===== src/rtl/cpu_run_ctrl_if.sv =====
`default_nettype none
// +-----------------------------------------------------------------------+
// | cpu_run_ctrl_if : run-control bus between a test sequencer and CPU.   |
// | Revision: 1.0                                                         |
// +-----------------------------------------------------------------------+
interface cpu_run_ctrl_if #(
  parameter int PC_WIDTH  = 32,
  parameter int CNT_WIDTH = 16
);
  logic                 start;
  logic [PC_WIDTH-1:0]  pc;
  logic                 pc_valid;
  logic                 cpu_reset_n;
  logic                 running;
  logic                 done;
  logic                 timeout;
  logic [CNT_WIDTH-1:0] cycle_count;
  logic [CNT_WIDTH-1:0] instr_count;
  logic [PC_WIDTH-1:0]  halt_pc;

  modport master (
    output start, pc, pc_valid,
    input  cpu_reset_n, running, done, timeout, cycle_count, instr_count, halt_pc
  );

  modport slave (
    input  start, pc, pc_valid,
    output cpu_reset_n, running, done, timeout, cycle_count, instr_count, halt_pc
  );
endinterface
`default_nettype wire


===== src/rtl/cpu_run_ctrl.sv =====
`default_nettype none
// +-----------------------------------------------------------------------+
// | cpu_run_ctrl : sequences a CPU run (reset hold, run, halt/timeout).   |
// | Revision: 1.0                                                         |
// +-----------------------------------------------------------------------+
module cpu_run_ctrl #(
  parameter int PC_WIDTH    = 32,
  parameter int CNT_WIDTH   = 16,
  parameter int RST_CYCLES  = 2,
  parameter int MAX_CYCLES  = 100,
  parameter int HALT_REPEAT = 3
) (
  input  wire logic       clk,
  input  wire logic       reset,
  cpu_run_ctrl_if.slave   bus
);

  localparam int c_HOLD_W = (RST_CYCLES > 1) ? $clog2(RST_CYCLES) : 1;
  localparam int c_REP_W  = $clog2(HALT_REPEAT + 1);

  localparam logic [2:0] c_ST_IDLE    = 3'd0;
  localparam logic [2:0] c_ST_RSTHOLD = 3'd1;
  localparam logic [2:0] c_ST_RUN     = 3'd2;
  localparam logic [2:0] c_ST_HALTED  = 3'd3;
  localparam logic [2:0] c_ST_TIMEOUT = 3'd4;

  logic [2:0]           r_state;
  logic [2:0]           w_state_nxt;
  logic [c_HOLD_W-1:0]  r_hold;
  logic [CNT_WIDTH-1:0] r_cycle;
  logic [CNT_WIDTH-1:0] r_instr;
  logic [PC_WIDTH-1:0]  r_halt_pc;
  logic [PC_WIDTH-1:0]  r_last_pc;
  logic [c_REP_W-1:0]   r_rep;
  logic                 r_cpu_reset_n;
  logic                 r_running;
  logic                 r_done;
  logic                 r_timeout;
  logic                 w_same_pc;
  logic                 w_halt;
  logic                 w_tmo;
  logic                 w_enter_hold;
  logic                 w_cpu_reset_n_nxt;
  logic                 w_running_nxt;
  logic                 w_done_nxt;
  logic                 w_timeout_nxt;

  // r_rep == 0 means no PC tracked yet, so the first retirement never matches
  assign w_same_pc    = (r_rep != '0) && (bus.pc == r_last_pc);
  assign w_halt       = bus.pc_valid && w_same_pc && (r_rep == c_REP_W'(HALT_REPEAT - 1));
  assign w_tmo        = (r_cycle == CNT_WIDTH'(MAX_CYCLES - 1));
  assign w_enter_hold = (r_state != c_ST_RSTHOLD) && (w_state_nxt == c_ST_RSTHOLD);

  // State register plus Moore outputs registered from the next state
  always_ff @(posedge clk or negedge reset) begin
    if (!reset) begin
      r_state       <= c_ST_IDLE;
      r_cpu_reset_n <= 1'b0;
      r_running     <= 1'b0;
      r_done        <= 1'b0;
      r_timeout     <= 1'b0;
    end else begin
      r_state       <= w_state_nxt;
      r_cpu_reset_n <= w_cpu_reset_n_nxt;
      r_running     <= w_running_nxt;
      r_done        <= w_done_nxt;
      r_timeout     <= w_timeout_nxt;
    end
  end

  always_comb begin
    w_state_nxt = r_state;
    case (r_state)
      c_ST_IDLE:    if (bus.start) w_state_nxt = c_ST_RSTHOLD;
      c_ST_RSTHOLD: if (r_hold == '0) w_state_nxt = c_ST_RUN;
      c_ST_RUN: begin
        // halt takes priority when both end conditions coincide
        if (w_halt)     w_state_nxt = c_ST_HALTED;
        else if (w_tmo) w_state_nxt = c_ST_TIMEOUT;
      end
      c_ST_HALTED,
      c_ST_TIMEOUT: if (bus.start) w_state_nxt = c_ST_RSTHOLD;
      default:      w_state_nxt = c_ST_IDLE;
    endcase
  end

  always_comb begin
    w_cpu_reset_n_nxt = 1'b0;
    w_running_nxt     = 1'b0;
    w_done_nxt        = 1'b0;
    w_timeout_nxt     = 1'b0;
    case (w_state_nxt)
      c_ST_RUN: begin
        w_cpu_reset_n_nxt = 1'b1;
        w_running_nxt     = 1'b1;
      end
      c_ST_HALTED:  w_done_nxt    = 1'b1;
      c_ST_TIMEOUT: w_timeout_nxt = 1'b1;
      default: ;
    endcase
  end

  always_ff @(posedge clk or negedge reset) begin
    if (!reset) begin
      r_hold    <= '0;
      r_cycle   <= '0;
      r_instr   <= '0;
      r_halt_pc <= '0;
      r_last_pc <= '0;
      r_rep     <= '0;
    end else if (w_enter_hold) begin
      // results from the previous run stay visible until this point
      r_hold    <= c_HOLD_W'(RST_CYCLES - 1);
      r_cycle   <= '0;
      r_instr   <= '0;
      r_halt_pc <= '0;
      r_last_pc <= '0;
      r_rep     <= '0;
    end else if (r_state == c_ST_RSTHOLD) begin
      if (r_hold != '0) r_hold <= r_hold - c_HOLD_W'(1);
    end else if (r_state == c_ST_RUN) begin
      r_cycle <= r_cycle + CNT_WIDTH'(1);
      if (bus.pc_valid) begin
        if (r_instr != '1) r_instr <= r_instr + CNT_WIDTH'(1);
        if (w_same_pc) begin
          if (r_rep != c_REP_W'(HALT_REPEAT)) r_rep <= r_rep + c_REP_W'(1);
        end else begin
          r_rep     <= c_REP_W'(1);
          r_last_pc <= bus.pc;
        end
        if (w_halt) r_halt_pc <= bus.pc;
      end
    end
  end

  assign bus.cpu_reset_n = r_cpu_reset_n;
  assign bus.running     = r_running;
  assign bus.done        = r_done;
  assign bus.timeout     = r_timeout;
  assign bus.cycle_count = r_cycle;
  assign bus.instr_count = r_instr;
  assign bus.halt_pc     = r_halt_pc;

endmodule
`default_nettype wire


===== src/flat_wrapper.sv =====
// flat-port wrapper written by rule: the top's interface ports become plain ports
module cpu_run_ctrl_flat 
#(
  parameter int PC_WIDTH    = 32,
  parameter int CNT_WIDTH   = 16,
  parameter int RST_CYCLES  = 2,
  parameter int MAX_CYCLES  = 100,
  parameter int HALT_REPEAT = 3
)
  (clk, reset, bus_start, bus_pc, bus_pc_valid, bus_cpu_reset_n, bus_running, bus_done, bus_timeout, bus_cycle_count, bus_instr_count, bus_halt_pc);
  cpu_run_ctrl_if #(.PC_WIDTH(PC_WIDTH), .CNT_WIDTH(CNT_WIDTH)) bus_i ();
  input  wire logic clk;
  input  wire logic reset;
  input wire logic [$bits(bus_i.start)-1:0] bus_start;
  input wire logic [$bits(bus_i.pc)-1:0] bus_pc;
  input wire logic [$bits(bus_i.pc_valid)-1:0] bus_pc_valid;
  output wire logic [$bits(bus_i.cpu_reset_n)-1:0] bus_cpu_reset_n;
  output wire logic [$bits(bus_i.running)-1:0] bus_running;
  output wire logic [$bits(bus_i.done)-1:0] bus_done;
  output wire logic [$bits(bus_i.timeout)-1:0] bus_timeout;
  output wire logic [$bits(bus_i.cycle_count)-1:0] bus_cycle_count;
  output wire logic [$bits(bus_i.instr_count)-1:0] bus_instr_count;
  output wire logic [$bits(bus_i.halt_pc)-1:0] bus_halt_pc;
  assign bus_i.start = bus_start;
  assign bus_i.pc = bus_pc;
  assign bus_i.pc_valid = bus_pc_valid;
  assign bus_cpu_reset_n = bus_i.cpu_reset_n;
  assign bus_running = bus_i.running;
  assign bus_done = bus_i.done;
  assign bus_timeout = bus_i.timeout;
  assign bus_cycle_count = bus_i.cycle_count;
  assign bus_instr_count = bus_i.instr_count;
  assign bus_halt_pc = bus_i.halt_pc;
  cpu_run_ctrl #(.PC_WIDTH(PC_WIDTH), .CNT_WIDTH(CNT_WIDTH), .RST_CYCLES(RST_CYCLES), .MAX_CYCLES(MAX_CYCLES), .HALT_REPEAT(HALT_REPEAT)) u_core (.clk(clk), .reset(reset), .bus(bus_i));
endmodule

===== config.mk =====
export PLATFORM = sky130hd
export DESIGN_NAME = cpu_run_ctrl_flat
export DESIGN_NICKNAME = d
export VERILOG_FILES = /design/src/rtl/cpu_run_ctrl_if.sv /design/src/rtl/cpu_run_ctrl.sv /design/src/flat_wrapper.sv
export SDC_FILE = /design/constraint.sdc
export NUM_CORES = 1
export LEC_CHECK = 0
export ABC_AREA = 1
export BUFFER_PORTS_ARGS = -buffer_cell sky130_fd_sc_hd__buf_2
export CAP_MARGIN = 20
export CORE_UTILIZATION = 51
export CTS_CLUSTER_SIZE = 30
export DETAILED_ROUTE_END_ITERATION = 7
export GPL_ROUTABILITY_DRIVEN = 0
export PLACE_DENSITY_LB_ADDON = 0.15
export SKIP_LAST_GASP = 1
export SLEW_MARGIN = 20
export SYNTH_ARGS = -nofsm -noshare
export SYNTH_HDL_FRONTEND = slang
export SYNTH_SLANG_ARGS = --single-unit

===== constraint.sdc =====
create_clock -name clk -period 4 [get_ports clk]
set_clock_uncertainty 0.05 [all_clocks]
set_input_delay 0.4 -clock clk [delete_from_list [all_inputs] [get_ports clk]]
set_output_delay 0.4 -clock clk [all_outputs]
set_load 0.01 [all_outputs]

==> results of run 1 <==
## power by group through the flow
stage,sequential [mW],clock (mW),combinational [mW]
5_1_grt,1.69,1.03,2.85
3_3_place_gp,1.65,0,2.46
2_1_floorplan,1.71,0,1.81
3_5_place_dp,1.66,0,2.50
4_1_cts,1.64,0.991,2.51
6_report,1.64,0.967,2.49
## cell usage after synthesis, drive strengths merged
cell and instances:
a21oi 8, and3 1, buf 25, clkbuf 4
dfrtp 105, ha 5, inv 139, nand2 364
nand3 73, nand3b 1, nand4 15, nor2 40
nor3 10, nor4 5, o21ai 22, o22ai 2
o31ai 2, o32ai 1, or2 1, xnor2 9
xor2 13
## flip-flops by register name (all words and copies together), names as in the netlist
| name | cells |
|---|---|
| u_core.r_hold | 1 |
| u_core.bus.cycle_count | 16 |
| u_core.r_last_pc | 32 |
| u_core.r_state | 3 |
| u_core.bus.cpu_reset_n | 1 |
| u_core.bus.instr_count | 16 |
| u_core.r_rep | 2 |
| u_core.bus.done | 1 |
| u_core.bus.halt_pc | 32 |
| u_core.bus.timeout | 1 |
## cell families after synthesis
family          synth area share [%]
simple gates                    36.1
buf+inv                         11.5
flops                           44.6
compound gates                  3.42
xor+xnor                        3.27
fa+ha+maj                       1.06
## how the worst max path moves through the flow
stage,start,end
2_1_floorplan,u_core.bus.cycle_count[0],u_core.bus.instr_count[9]
3_3_place_gp,bus_pc[8],u_core.bus.halt_pc[13]
3_5_place_dp,bus_pc[8],u_core.bus.halt_pc[24]
4_1_cts,u_core.bus.cycle_count[0],u_core.bus.halt_pc[24]
5_1_grt,u_core.r_rep[0],u_core.bus.halt_pc[24]
6_report,u_core.bus.cycle_count[0],u_core.r_last_pc[20]
## metrics by stage
step	instances	hold slack [ns]	instance area [um^2]
floorplan	845	0.0544	5890
global placement	1067	0.399	6500
detailed placement	1067	0.399	6500
CTS	1083	0.0245	6830
global route	1083	0.0515	6830
finish	1083	0.00411	6830
## critical path, stage by stage (launching register included)
cell and delay, ns:
dfrtp_1 0.41, ha_1 0.21, inv_1 0.08, nor4_1 0.22, nand4_1 0.21, nand2_1 0.11, nand2_1 0.07, a21oi_2 0.24
nand3_4 0.29, o21ai_4 0.47, nand2_4 0.44, nand2_1 0.18, nand2_1 0.08
## layer usage
metal  wire length [um]  up-vias  share of wire [%]
li1                   -     2745                  -
met1               6130     2410                 46
met5                  0        -                  0
met3                625       21                4.7
met4                260        0                1.9
met2               6370      132                 48
## layout make-up
cell class | instances | share of cell area [%]
Clock buffer | 10 | 3.50
Clock inverter | 6 | 1.32
Inverter | 139 | 7.64
Multi-Input combinational cell | 572 | 38.0
Sequential cell | 105 | 38.5
Tap cell | 140 | 2.57
Timing Repair Buffer | 111 | 8.47
==> flow_metrics.env, run 1 <==
export IMPL_crit_type="reg -> reg"
export IMPL_post_place_ws_ns=0.766
export IMPL_chipHeight_um=109
export IMPL_setup_slack_ns=0.820
export IMPL_synth_area_leaders="dfrtp_1, nand2_1, inv_1"
export IMPL_rr_worst_depth=12
export IMPL_die_width_um=109
export IMPL_finalCriticalPeriod_ns=3.18
export IMPL_drv_slew=0
export IMPL_ant_nets=0
export IMPL_syn_inst=845
export IMPL_sw_frac_of_total_pct=46.6
export IMPL_reg2reg_to="u_core.r_last_pc[20]"
export IMPL_maxCapViolCount=0
export IMPL_grt_util_met3_pct=4.09
export IMPL_power_density_nw_per_um2=747
export IMPL_endpoint_kind="register"
export IMPL_setup_viol=0
export IMPL_worst_slew_pin_slew_ns=1.01
export IMPL_grt_max_degree=47
export IMPL_ctsHoldBuffers=0
export IMPL_use_met2_pct=40.6
export IMPL_nets=979
export IMPL_vias=5308
export IMPL_syn_avg_cell_area_um2=6.97
export IMPL_yosysWarnings=0
export IMPL_wl_um=13400
export IMPL_final_cell_mix="nand2_1, inv_1, dfrtp_1"
export IMPL_grt_pass1_vias=4934
export IMPL_reg2reg_slack_ns=0.82
export IMPL_die_area_um2=12000
export IMPL_path_clk_slew_ns=0.07
export IMPL_switchingPower_mw=2.37
export IMPL_cellLeakagePower_nw=4.20
export IMPL_layout_commonest_cell="nand2_1"
export IMPL_drc=0
export IMPL_cts_post_setup_buffers_inserted=0
export IMPL_wl_per_cell_um=12.4
export IMPL_max_freq_ghz=0.314
export IMPL_finalPower_mw=5.10
export IMPL_diodes=0
export IMPL_hold_class="in -> async"
export IMPL_seqPwrFrac_pct=32.2
export IMPL_numCtsBuffers=9
export IMPL_cts_htree_levels=3
export IMPL_multiInputGateArea_um2=2590
export IMPL_synth_seq_cells=105
export IMPL_syn_area_um2=5890
export IMPL_grt_busiest_layer="met2"
export IMPL_post_cts_resized=0
export IMPL_io_pins=104
export IMPL_grt_use_met1_pct=31.8
export IMPL_vdd_drop_max_v=0.000503
export IMPL_outcome="complete, no violations"
export IMPL_drt_pass1_iterations=4
export IMPL_clockBufferDepth=2
export IMPL_fillers=1061
export IMPL_seqCellArea_um2=2630
export IMPL_insertion_delay_ns=0.35
export IMPL_slew_headroom_pct=32.7
export IMPL_rsz0062_at_grt="no"
export IMPL_drt_initial_drc_count=267
export IMPL_critical_path_required_ns=4.18
export IMPL_hpwl_um=9230
export IMPL_worstSetupStartpointType="register"
export IMPL_yosys_area_top_type="dfrtp_1"
export IMPL_rr_startpoint="u_core.bus.cycle_count[0]"
export IMPL_p_int_mw=2.72
export IMPL_period_share_pct=79.5
export IMPL_via_per_inst=4.90
export IMPL_comb_power_share_pct=48.8
export IMPL_finalSetupTns_ns=0
export IMPL_ys_seq_area_share_pct=44.6
export IMPL_synth_fp_nets=886
export IMPL_tritoncts="built"
export IMPL_yosys_area_top_type_share_pct=44.6
export IMPL_coreArea_um2=11000
export IMPL_antenna_found_initial=0
export IMPL_overflow=0
export IMPL_cp_max_fo=35
export IMPL_areaGrowthSynthToFinish_pct=16.0
export IMPL_initial_core_util_pct=53.4
export IMPL_hold_viol=0
export IMPL_grtUsageTotal_pct=24.1
export IMPL_cp_arrival_ns=3.36
export IMPL_cts_root_buf="clkbuf_16"
export IMPL_power_frac_clock_pct=19.0
export IMPL_cts_sinks=105
export IMPL_grt_pass1_wl_um=22600
export IMPL_drive_above_1_share_pct=14.6
export IMPL_port_buffers=103
export IMPL_num_rows=38
export IMPL_fin_util_pct=61.9
export IMPL_yosys_cell_types_count=32
No activity file was read; power rests on OpenSTA's default activity.
==> run 2: changes to the inputs <==
- clock period: 4 -> 2.61 ns (I/O delays scaled with it)
==> flow_metrics.env, run 2 (synthesis gave the netlist of run 1 again) <==
export IMPL_period_share_pct=95.7
export IMPL_insertion_delay_ns=0.35
export IMPL_worstSetupStartpointType="register"
export IMPL_die_width_um=109
export IMPL_whs_ns=0.188
export IMPL_slew_headroom_pct=62.0
export IMPL_cp_common_cell="nand2_1"
export IMPL_worstPathCellList="ha_2 -> inv_1 -> nor4_2 -> nand4_1 -> nand2_1 -> nand2_1 -> a21oi_4 -> nand3_4 -> o21ai_4 -> buf_12 -> buf_12 -> nand3_1 -> nand2_1"
export IMPL_grt_busiest_layer="met2"
export IMPL_vias=5583
export IMPL_path_delay_family="simple AND/OR/NAND/NOR gates"
export IMPL_numCtsBuffers=9
export IMPL_port_buffers=103
export IMPL_overflow=0
export IMPL_wl_per_cell_um=13.6
export IMPL_vdd_drop_max_v=0.000747
export IMPL_use_met2_pct=42.0
export IMPL_timing_critical_path_buf_inv=3
export IMPL_crit_type="reg -> reg"
export IMPL_coreArea_um2=11000
export IMPL_maxCapViolCount=0
export IMPL_hold_viol=0
export IMPL_drt_pass1_iterations=5
export IMPL_clockBufferDepth=2
export IMPL_worst_slew_pin_slew_ns=0.570
export IMPL_crit_path_max_incr_delay_ns=0.36
export IMPL_initial_core_util_pct=53.4
export IMPL_chipHeight_um=109
export IMPL_ant_nets=0
export IMPL_cellLeakagePower_nw=4.47
export IMPL_path_clk_slew_ns=0.07
export IMPL_areaGrowthSynthToFinish_pct=26.0
export IMPL_wl_um=15300
export IMPL_diodes=0
export IMPL_grt_use_met1_pct=32.3
export IMPL_drc=0
export IMPL_cp_max_fo=9
export IMPL_finalCriticalPeriod_ns=2.50
export IMPL_max_freq_ghz=0.400
export IMPL_die_area_um2=12000
export IMPL_tritoncts="built"
export IMPL_finalSetupTns_ns=0
export IMPL_via_per_inst=4.97
export IMPL_outcome="complete, no violations"
export IMPL_io_pins=104
export IMPL_cts_root_buf="clkbuf_16"
export IMPL_grt_pass1_vias=5039
export IMPL_grt_max_degree=42
export IMPL_grtUsageTotal_pct=24.9
export IMPL_nets=1020
export IMPL_cp_slowest_cell="dfrtp_1"
export IMPL_rsz0062_at_grt="yes"
export IMPL_hpwl_um=9570
export IMPL_drt_initial_drc_count=279
export IMPL_cts_htree_levels=3
export IMPL_antenna_found_initial=0
export IMPL_drive_above_1_share_pct=18.5
export IMPL_critical_path_required_ns=2.85
export IMPL_layout_commonest_cell="nand2_1"
export IMPL_grt_pass1_wl_um=23100
export IMPL_endpoint_kind="register"
export IMPL_power_density_nw_per_um2=1270
export IMPL_cts_sinks=105
export IMPL_drv_slew=0
export IMPL_num_rows=38
export IMPL_cp_arrival_ns=2.73
export IMPL_grt_util_met3_pct=4.33
export IMPL_final_cell_mix="nand2_1, inv_1, dfrtp_1"
export IMPL_setup_viol=0
export IMPL_hold_class="in -> reg"
## run 2: layout make-up
class / count / area [um^2]
Timing Repair Buffer: 148 / 1050
Clock buffer: 14 / 264
Sequential cell: 105 / 2630
Fill cell: 991 / 3610
Clock inverter: 2 / 60.1
Inverter: 139 / 522
Multi-Input combinational cell: 576 / 2720
Tap cell: 140 / 175
## run 2: where the power goes
group,switching [mW],internal [mW]
combinational,3.31,2.16
sequential,0.330,2.18
clock,0.580,0.895
## run 2: per-stage QoR
| stage | util [%] | area [um^2] | total power, mW | instances | worst slack (ns) |
|---|---|---|---|---|---|
| 4_1_cts | 64.3 | 7100 | 8.50 | 1106 | 0.0311 |
| 5_1_grt | 67.2 | 7420 | 10.1 | 1124 | -0.0465 |
| 2_1_floorplan | - | 5890 | 5.40 | 845 | 0.370 |
| 3_3_place_gp | 60.6 | 6690 | 6.66 | 1084 | -0.0715 |
| 6_report | 67.2 | 7420 | 9.45 | 1124 | 0.113 |
| 3_5_place_dp | 60.6 | 6690 | 6.75 | 1084 | -0.181 |
## run 2: worst register-to-register path, stage by stage (launching register included)
cell and delay [ns]:
dfrtp_1 0.36, ha_2 0.21, inv_1 0.09, nor4_2 0.25, nand4_1 0.20, nand2_1 0.10, nand2_1 0.09, a21oi_4 0.22
nand3_4 0.19, o21ai_4 0.13, buf_12 0.20, buf_12 0.15, nand3_1 0.11, nand2_1 0.09
## run 2: layer usage
layer / wire, um / part of all wire (%) / up-vias
met5: 0 / 0 / -
met4: 252 / 1.7 / 0
met3: 771 / 5.1 / 21
met2: 7450 / 49 / 156
met1: 6790 / 44 / 2567
li1: - / - / 2839
## run 2: final timing paths
kind	from	to	slack, ns	cells after the start
setup / recovery	u_core.bus.cycle_count[0]	u_core.bus.halt_pc[28]	0.11	13
hold / removal	bus_start	u_core.r_state[2]	0.19	4
min in group asynchronous	reset	u_core.bus.halt_pc[23]	0.41	2
max in group asynchronous	reset	u_core.bus.halt_pc[4]	1.32	3
setup reg to reg	u_core.bus.cycle_count[0]	u_core.bus.halt_pc[28]	0.11	13
hold reg to reg	u_core.bus.halt_pc[17]	u_core.bus.halt_pc[17]	0.42	2
## run 2: timing repair
item	CTS	global route
pin swaps	0	7
cloned	2	8
hold buffers	1	0
buffers inserted	3	10
hold endpoints to repair	39	0
setup endpoints to repair	76	98
gates resized for setup	3	18
==> run 3: changes to the inputs <==
- CORE_ASPECT_RATIO: unset -> 1.1
==> flow_metrics.env, run 3 (synthesis gave the netlist of run 1 again) <==
export IMPL_power_density_nw_per_um2=1210
export IMPL_final_area_um2=7150
export IMPL_crit_type="reg -> reg"
export IMPL_port_buffers=103
export IMPL_cp_max_fo=16
export IMPL_hold_class="in -> reg"
export IMPL_drv_slew=0
export IMPL_cts_sinks=105
export IMPL_final_cell_mix="nand2_1, inv_1, dfrtp_1"
export IMPL_outcome="complete, no violations"
export IMPL_rsz0062_at_grt="yes"
export IMPL_reg2reg_slack_ns=0.13
export IMPL_finalPower_mw=8.61
export IMPL_areaGrowthSynthToFinish_pct=21.4
export IMPL_fin_util_pct=64.6
export IMPL_whs_path_depth=5
export IMPL_setup_slack_ns=0.133
export IMPL_min_to="u_core.r_last_pc[10]"
export IMPL_wl_per_cell_um=12.8
export IMPL_worstSetupStartpointType="register"
export IMPL_die_area_um2=12000
export IMPL_nets=1006
export IMPL_max_freq_ghz=0.404
export IMPL_fin_cells=1117
export IMPL_coreArea_um2=11100
export IMPL_via_per_inst=4.95
export IMPL_slew_headroom_pct=49.7
export IMPL_numCtsBuffers=9
export IMPL_post_place_ws_ns=-0.0462
export IMPL_drc=0
export IMPL_period_share_pct=94.9
export IMPL_drt_pass1_iterations=4
export IMPL_endpoint_kind="register"
export IMPL_cellLeakagePower_nw=4.35
export IMPL_tritoncts="built"
export IMPL_vias=5527
export IMPL_antenna_found_initial=0
export IMPL_cts_root_buf="clkbuf_16"
export IMPL_grt_pass1_vias=5145
export IMPL_num_rows=40
export IMPL_die_width_um=104
export IMPL_drt_initial_drc_count=357
export IMPL_diodes=0
export IMPL_wl_um=14300
export IMPL_dp_cells=1088
export IMPL_initial_core_util_pct=53.2
export IMPL_rr_startpoint="u_core.bus.cycle_count[1]"
export IMPL_io_pins=104
export IMPL_critical_path_required_ns=2.79
export IMPL_finalCriticalPeriod_ns=2.48
export IMPL_grtUsageTotal_pct=24.6
export IMPL_postPlaceCellArea_um2=6670
export IMPL_grt_pass1_wl_um=23700
export IMPL_min_from="bus_pc[10]"
export IMPL_reg2reg_to="u_core.r_last_pc[22]"
export IMPL_overflow=0
export IMPL_clockBufferDepth=2
export IMPL_drive_above_1_share_pct=17.2
export IMPL_cp_arrival_ns=2.66
export IMPL_chipHeight_um=115
export IMPL_cts_htree_levels=3
export IMPL_hold_viol=0
export IMPL_insertion_delay_ns=0.35
export IMPL_vdd_drop_max_v=0.000701
export IMPL_setup_viol=0
export IMPL_path_clk_slew_ns=0.07
export IMPL_layout_commonest_cell="nand2_1"
export IMPL_maxCapViolCount=0
export IMPL_rr_worst_depth=12
export IMPL_grt_max_degree=65
export IMPL_ant_nets=0
export IMPL_hpwl_um=9540
export IMPL_worst_slew_pin_slew_ns=0.754
==> run 3: area by class of cell <==
class / instances / area, um^2
clock buffer: 10 / 239
multi-input combinational: 575 / 2660
timing repair buffer: 135 / 852
tap: 147 / 184
inverter: 139 / 522
fill: 1043 / 3910
sequential: 105 / 2630
clock inverter: 6 / 66.3
==> run 3: worst max-delay path by stage <==
stage	end	depth (start not counted)	startpoint	slack (ns)
global route	u_core.r_last_pc[12]	16	u_core.r_rep[1]	-0.05
global placement	u_core.bus.halt_pc[21]	16	u_core.r_last_pc[18]	0.02
CTS	u_core.bus.halt_pc[16]	16	u_core.r_last_pc[8]	-0.05
detailed placement	u_core.bus.halt_pc[16]	16	u_core.r_rep[1]	-0.05
floorplan	u_core.bus.instr_count[9]	13	u_core.bus.cycle_count[0]	0.37
finish	u_core.r_last_pc[22]	12	u_core.bus.cycle_count[1]	0.13
==> run 3: through the flow <==
stage | hold WS [ns] | TNS, ns
after floorplan | -0.0846 | 0
after global placement | 0.236 | 0
after detailed placement | 0.236 | -1.37
after CTS | 0.190 | -1.83
after global routing | 0.222 | -0.704
final | 0.198 | 0
==> run 3: repair_timing <==
action | 4_1_cts | 5_1_grt
gates cloned | 0 | 3
buffers inserted | 0 | 9
hold buffers | 1 | 0
endpoints found under the setup margin | 64 | 90
pin swaps | 0 | 5
resized for setup | 0 | 7
endpoints found under the hold margin | 41 | 0
==> run 3: critical path, stage by stage (launching register included) <==
cell	delay, ns
dfrtp_1	0.39
ha_1	0.21
inv_1	0.08
nor4_1	0.23
nand4_1	0.19
nand2_1	0.11
nand2_1	0.07
a21oi_2	0.19
nand3_4	0.16
nand2_1	0.30
nand2_4	0.22
nand2_1	0.11
nand2_1	0.05
==> run 3: per-layer routing <==
layer | GRT usage (%) | routed length [um] | vias to the layer above
li1 | - | - | 2812
met1 | 32.8 | 6380 | 2570
met2 | 41.6 | 7100 | 135
met3 | 2.90 | 687 | 10
met4 | 8.95 | 125 | 0
met5 | 0 | 0 | -
==> run 3: power by group <==
group	internal, mW	leakage, nW	switching (mW)
logic	1.72	2.82	2.99
registers	2.18	1.37	0.337
clock network	0.774	0.153	0.613
